===== config.mk =====
export PLATFORM = sky130hd
export DESIGN_NAME = serial_add_ctrl
export DESIGN_NICKNAME = d
export VERILOG_FILES = /design/src/rtl/serial_add_ctrl.sv
export SDC_FILE = /design/constraint.sdc
export NUM_CORES = 1
export LEC_CHECK = 0
export CAP_MARGIN = 20
export CORE_ASPECT_RATIO = 1.5
export CORE_MARGIN = 3
export CORE_UTILIZATION = 50
export DETAILED_ROUTE_END_ITERATION = 7
export GPL_TIMING_DRIVEN = 0
export PLACE_DENSITY = 0.77
export SYNTH_ARGS = -nofsm -noshare
export SYNTH_HDL_FRONTEND = slang
export SYNTH_HIERARCHICAL = 1
export SYNTH_SLANG_ARGS = --single-unit

===== constraint.sdc =====
create_clock -name clk -period 1.8 [get_ports clk]
set_clock_uncertainty 0.15 [all_clocks]
set_input_delay 0.36 -clock clk [delete_from_list [all_inputs] [get_ports clk]]
set_output_delay 0.36 -clock clk [all_outputs]
set_load 0.02 [all_outputs]

===== src/rtl/serial_add_ctrl.sv =====
// serial_add_ctrl: bit-serial adder controller.
// Adds two WIDTH-bit operands plus a carry-in with a single full-adder cell,
// one bit per clock, LSB first. The carry between bit positions lives in a flop.
// A start/done handshake faces the requester. S/Cout are registered and change
// only alongside the done pulse. Legal WIDTH range is 1..32.

// One-bit full adder: the only arithmetic in the block.
module fa_cell (
  input  logic a,
  input  logic b,
  input  logic cin,
  output logic s,
  output logic cout
);

  assign s    = a ^ b ^ cin;
  assign cout = (a & b) | (cin & (a ^ b));

endmodule

module serial_add_ctrl #(
  parameter int WIDTH = 8
) (
  input  logic             clk,
  input  logic             rst_n,
  input  logic             start,
  input  logic [WIDTH-1:0] A,
  input  logic [WIDTH-1:0] B,
  input  logic             Cin,
  output logic             busy,
  output logic             done,
  output logic [WIDTH-1:0] S,
  output logic             Cout
);

  // Wide enough to hold the value WIDTH, which the counter reaches on the
  // final bit.
  localparam int CW = $clog2(WIDTH + 1);
  // Count value while the MSB is being processed.
  localparam logic [CW-1:0] LAST = CW'(WIDTH - 1);

  typedef enum logic [1:0] {
    IDLE = 2'd0,
    RUN  = 2'd1,
    DONE = 2'd2
  } state_t;

  state_t           state_q;
  state_t           state_d;

  logic [WIDTH-1:0] op_a_q;
  logic [WIDTH-1:0] op_b_q;
  logic [WIDTH-1:0] res_q;
  logic             carry_q;
  logic [CW-1:0]    count_q;

  logic             fa_s;
  logic             fa_cout;
  logic             accept;
  logic             last_bit;
  logic [WIDTH:0]   res_wide;
  logic [WIDTH-1:0] res_next;

  // The single full-adder cell sees the current LSBs and the carry flop.
  fa_cell u_fa (
    .a    (op_a_q[0]),
    .b    (op_b_q[0]),
    .cin  (carry_q),
    .s    (fa_s),
    .cout (fa_cout)
  );

  // A start request is taken only in IDLE. Requests in RUN or DONE are dropped.
  assign accept   = (state_q == IDLE) && start;
  assign last_bit = (state_q == RUN) && (count_q == LAST);

  // The new sum bit enters at the MSB, and the older bits move toward the LSB.
  // Widening first keeps the shift valid for WIDTH=1, where there are no older
  // bits.
  assign res_wide = {fa_s, res_q} >> 1;
  assign res_next = res_wide[WIDTH-1:0];

  // Both handshake outputs are decoded from the state flop, so they are glitch-free.
  assign busy = (state_q == RUN);
  assign done = (state_q == DONE);

  // State register.
  // NOTE: sequential state uses non-blocking assignments. Every flop then
  // samples pre-edge values, whatever order the blocks are evaluated in.
  always_ff @(posedge clk or negedge rst_n) begin
    if (!rst_n) state_q <= IDLE;
    else        state_q <= state_d;
  end

  // Next-state logic: IDLE -> RUN on start, RUN -> DONE after the MSB,
  // and DONE always returns to IDLE after one cycle.
  // NOTE: state_d gets a default before the case. A path that does not
  // assign it would otherwise infer a latch.
  always_comb begin
    state_d = state_q;
    unique case (state_q)
      IDLE:    if (start)    state_d = RUN;
      RUN:     if (last_bit) state_d = DONE;
      DONE:                  state_d = IDLE;
      default:               state_d = IDLE;
    endcase
  end

  // Serial datapath: load the operands on accept, then do one bit per RUN cycle.
  // NOTE: all datapath registers clear on reset. An aborted operation then
  // leaves nothing behind that a later operation could pick up.
  always_ff @(posedge clk or negedge rst_n) begin
    if (!rst_n) begin
      op_a_q  <= '0;
      op_b_q  <= '0;
      res_q   <= '0;
      carry_q <= 1'b0;
      count_q <= '0;
    end else if (accept) begin
      op_a_q  <= A;
      op_b_q  <= B;
      carry_q <= Cin;
      count_q <= '0;
    end else if (state_q == RUN) begin
      op_a_q  <= op_a_q >> 1;
      op_b_q  <= op_b_q >> 1;
      res_q   <= res_next;
      carry_q <= fa_cout;
      count_q <= count_q + 1'b1;
    end
  end

  // Result registers: they keep the previous result throughout RUN and
  // update only on the edge that processes the final bit.
  always_ff @(posedge clk or negedge rst_n) begin
    if (!rst_n) begin
      S    <= '0;
      Cout <= 1'b0;
    end else if (last_bit) begin
      S    <= res_next;
      Cout <= fa_cout;
    end
  end

endmodule


# Yosys cells after proc, flatten, opt, wreduce, memory -nomap -nowiden
# Index checks and enable logic that the tools add are counted.
[word_totals]
input_bits = 20
ff_bits = 40
output_inout_bits = 11
elab_cells = 37
[classes]
muxes = 11
add_sub_neg = 1
n_eq_ne = 5
n_bitwise = 6
reduce_logical = 6
[ops]
columns = ["cell", "count"]
rows = [
  ["$mux W8", 4],
  ["$mux W4", 2],
  ["$add A4 B1 Y4 const B", 1],
  ["$eq A4 B3 Y1 const B", 1],
  ["$mux W2", 2],
  ["$pmux W2 S2", 1],
  ["$reduce_and A2 Y1", 2],
  ["$and A1 B1 Y1", 2],
  ["$eq A2 B1 Y1 const B", 1],
  ["$eq A2 B2 Y1 const B", 1],
  ["$logic_and A1 B1 Y1", 2],
  ["$logic_not A2 Y1", 1],
  ["$mux W1", 2],
  ["$ne A2 B1 Y1 const B", 1],
  ["$ne A2 B2 Y1 const B", 1],
  ["$reduce_bool A2 Y1", 1],
  ["$xor A1 B1 Y1", 2],
  ["$not A1 Y1", 1],
  ["$or A1 B1 Y1", 1],
]

# Longest topological paths before layout
[depth]
ltp_word = 5
mapped_depth = 6
ltp_nobuf = 4

# Cells and area by module
# The synthesis kept the hierarchy.
[modules_own_cells]
columns = ["mod", "area_each_um2", "n_inst", "seq_area_each_um2", "cells_each"]
rows = [
  ["serial_add_ctrl", 1704.1, 1, 975.9, 163],
  ["fa_cell", 20.0, 1, 0.0, 1],
]

# Least setup slack after synthesis
# OpenSTA, ideal clock, no wires.
[synth_timing]
kind = "flip-flop to output port"
start = "reg state_q[1]"
end = "out done"
arrival_time_ps = 1253
n_path_buf = 2
slack_ps = 37
path_stages_with_launch = 4
cell_sequence = "dfrtp_1 > clkbuf_1 > clkbuf_1 > nor2b_1"
[synth_between]
elab_chain_cells = 1
[synth_rtl]
columns = ["element", "line", "source"]
rows = [
  ["start: declaration", "48", "state_t state_q;"],
  ["start signal: assignment", "92", "else state_q <= state_d;"],
  ["$eq A2 B2 Y1", "85", "assign done = (state_q == DONE);"],
  ["end: declaration", "31", "output logic done,"],
]
# Every way passes these cells.

# Final worst setup path
[layout_timing]
start = "reg state_q[1]"
end = "reg count_q[3]"
[layout_between]
elab_chain_cells = 3
elab_cells_between_ends = 5
classes_between = "1 x eq/ne; 1 x mux; 3 x reduce/logical"
[layout_rtl]
columns = ["element", "line", "source"]
rows = [
  ["$logic_not A2 Y1", "74", "assign accept = (state_q == IDLE) && start;"],
  ["$logic_and A1 B1 Y1", "74", ""],
  ["$mux W4 / $reduce_bool A2 Y1 (equally long branches)", "--", ""],
  ["end signal: assignment", "129", "count_q <= count_q + 1'b1;"],
  ["end: declaration", "55", "logic [CW-1:0] count_q;"],
]
# Parallel ways exist; a longest one is shown, timed or not.
# A chain may end at the register's enable or synchronous reset.

==> results.tsv <==
metric	value	unit
status	completed	
TritonCTS clock tree	done	
Area Growth Syn to Fin	38.6	%
Final WS setup	0.00575	ns
GR Util All Layers	21.9	%
TritonCTS Buffers	5	
Antenna Cells	0	
CP max FO	15	
Seq cells post-synth	39	
initial antenna violation count	0	
pre-CTS setup slack	-0.691	ns
# setup viols final	0	
final instance area	2390	sq um
# IOs	31	
Synthesis Warnings	6	
Synth area leader	dfrtp_1	
Seq/Total Area, Yosys	56.6	%
Synth area leaders	dfrtp_1 (57%), a22oi_1 (6.5%), mux2_2 (6.5%), nand2_1 (6.5%), nor2b_1 (5.8%)	
Root Buffer	clkbuf_8	
f_max	557	MHz
drt drc	0	
hold_buf cts	0	
vias in the first global route	1447	
type of the tightest min-delay check	in2async	
metal3 WL	248	um
Die ar.	4200	sq um
WP data required	1.80	ns
share of cells above drive strength 1	22.1	%
Max-slew headroom	44.8	%
final core utilization	74.2	%
Initial Util	53.5	%
Syn Nets	186	
met1 wire length	1620	um
Iter 0 DRT Violations	43	
gp weighted congestion	0.748	
Pwr Density	1750	nW/um^2
Die Ht	77.9	um
final antenna-violating net count	0	
max-cap violations	0	
largest net degree at the start of global routing	40	
first-pass GRT wire length	6710	um
placed wire-length estimate	2580	um
Cells after Synth	164	
core footprint	3220	sq um
# clock sinks	39	
worst setup path class	reg2reg	
Post-synth EDFFs	0	
Area after DPL	2070	sq um
DRT Wirelength	4350	um
Chip Width	53.9	um
grt ovf	0	
Slew @ Worst Pin	0.827	ns
DR top layer	met4	
# rows	25	
Leakage	0.00116	uW
routed len/inst	17.2	um
fin nets	234	
Critical Path AT	1.79	ns
most common cell after layout, fill and taps aside	dfrtp_1	
worst skew pair latency	0.30	ns
Synth Flop Type	dfrtp_1	
WL met2	2430	um
cell area after synthesis	1720	sq um
setup TNS	0	ns
deepest clock path buffer count	2	
commonest cells after routing, fill and taps aside	dfrtp_1 (38), nand2_1 (30), clkdlybuf4s50_1 (19), o21ai_0 (18), a22oi_1 (15)	
Final Total Pwr	4180	uW
fillers	222	
vias post-DR	1453	
crit end category	flop	
Final Max Tran Viols	0	
Post-Syn Area per Cell	10.5	sq um
CP startpoint kind	flop	
Tcrit/Tclk final	99.7	%
Tmin final	1.79	ns
post-synth cell types	19	
VDD IR max	1.17	mV
port bufs	30	
Fin. Hold Viols	0	
Worst-path clk slew	0.08	ns
via density per instance	5.74	
area share of the largest cell type after synthesis	56.6	%
Synth async-reset ratio	100	%
Pre-Repair DR Iteration Count	4	
CTS H-tree lvls	2	
per-layer routing:
metal / track usage, % / vias to the layer above
li1: - / 670
met5: 0 / -
met4: 7.16 / 0
met1: 26.3 / 741
met3: 7.10 / 6
met2: 35.8 / 36
cell usage after synthesis (all sizes together), types with 2 or more instances:
master	count
nand2	30
dfrtp	39
nor2b	16
nor2	2
a22o	2
mux2	10
a22oi	15
clkbuf	4
a21oi	14
buf	5
nand3	2
o21ai	18
final timing paths:
kind / from / cells after the start / slack (ns) / endpoint
setup / recovery: state_q[1]$_DFFE_PN0P_ / 7 / 0.006 / count_q[3]$_DFFE_PN0P_
hold / removal: rst_n / 1 / 0.002 / op_a_q[4]$_DFFE_PN0P_
setup reg to reg: state_q[1]$_DFFE_PN0P_ / 7 / 0.006 / count_q[3]$_DFFE_PN0P_
hold reg to reg: res_q[1]$_DFFE_PN0P_ / 2 / 0.33 / res_q[1]$_DFFE_PN0P_
max in group asynchronous: rst_n / 1 / 0.92 / state_q[0]$_DFFE_PN0P_
min in group clk: res_q[1]$_DFFE_PN0P_ / 2 / 0.33 / res_q[1]$_DFFE_PN0P_
state kept, by name (all words and copies together), names as in the netlist:
signal   flops
op_b_q       8
state_q      2
Cout         1
op_a_q       8
count_q      4
carry_q      1
S            8
res_q        7
layout make-up:
| cell class | instances | area [sq um] | area share [%] |
|---|---|---|---|
| sequential | 39 | 977 | 40.9 |
| multi-input combinational | 115 | 731 | 30.6 |
| timing repair buffer | 42 | 417 | 17.4 |
| buffer | 8 | 72.6 | 3.04 |
| clock buffer | 5 | 68.8 | 2.88 |
| clock inverter | 3 | 67.6 | 2.83 |
| tap | 40 | 50.0 | 2.09 |
| inverter | 1 | 6.26 | 0.262 |
critical path, stage by stage, from the launching register on:
cell	delay (ns)
dfrtp_1	0.41
buf_4	0.16
buf_12	0.14
buf_4	0.13
buf_4	0.12
o21bai_2	0.27
nand2_1	0.12
o311ai_0	0.15
stage by stage:
step	instances	hold slack, ns
finish	253	0.00220
global route	253	0.0743
CTS	245	0.0430
detailed placement	234	0.321
global placement	234	0.308
floorplan	164	-0.0856
power by group:
group | internal [uW] | total [uW] | switching, uW
clock | 553 | 877 | 324
sequential | 1240 | 1520 | 283
combinational | 877 | 1780 | 906
total | 2670 | 4180 | 1510
kinds of logic after synthesis:
kind of cell | synth area share, %
adders and majority gates | 1.89
and+or+nand+nor | 14.7
buffers and inverters | 2.54
AOI/OAI and AO/OA | 17.8
muxes | 6.53
DFF | 56.6
timing repair:
item | CTS | global route
buffers inserted | 3 | 9
endpoints found under the setup margin | 9 | 22
pin swaps | 1 | 1
gates resized for setup | 31 | 14
No activity file was read; power rests on OpenSTA's default activity.
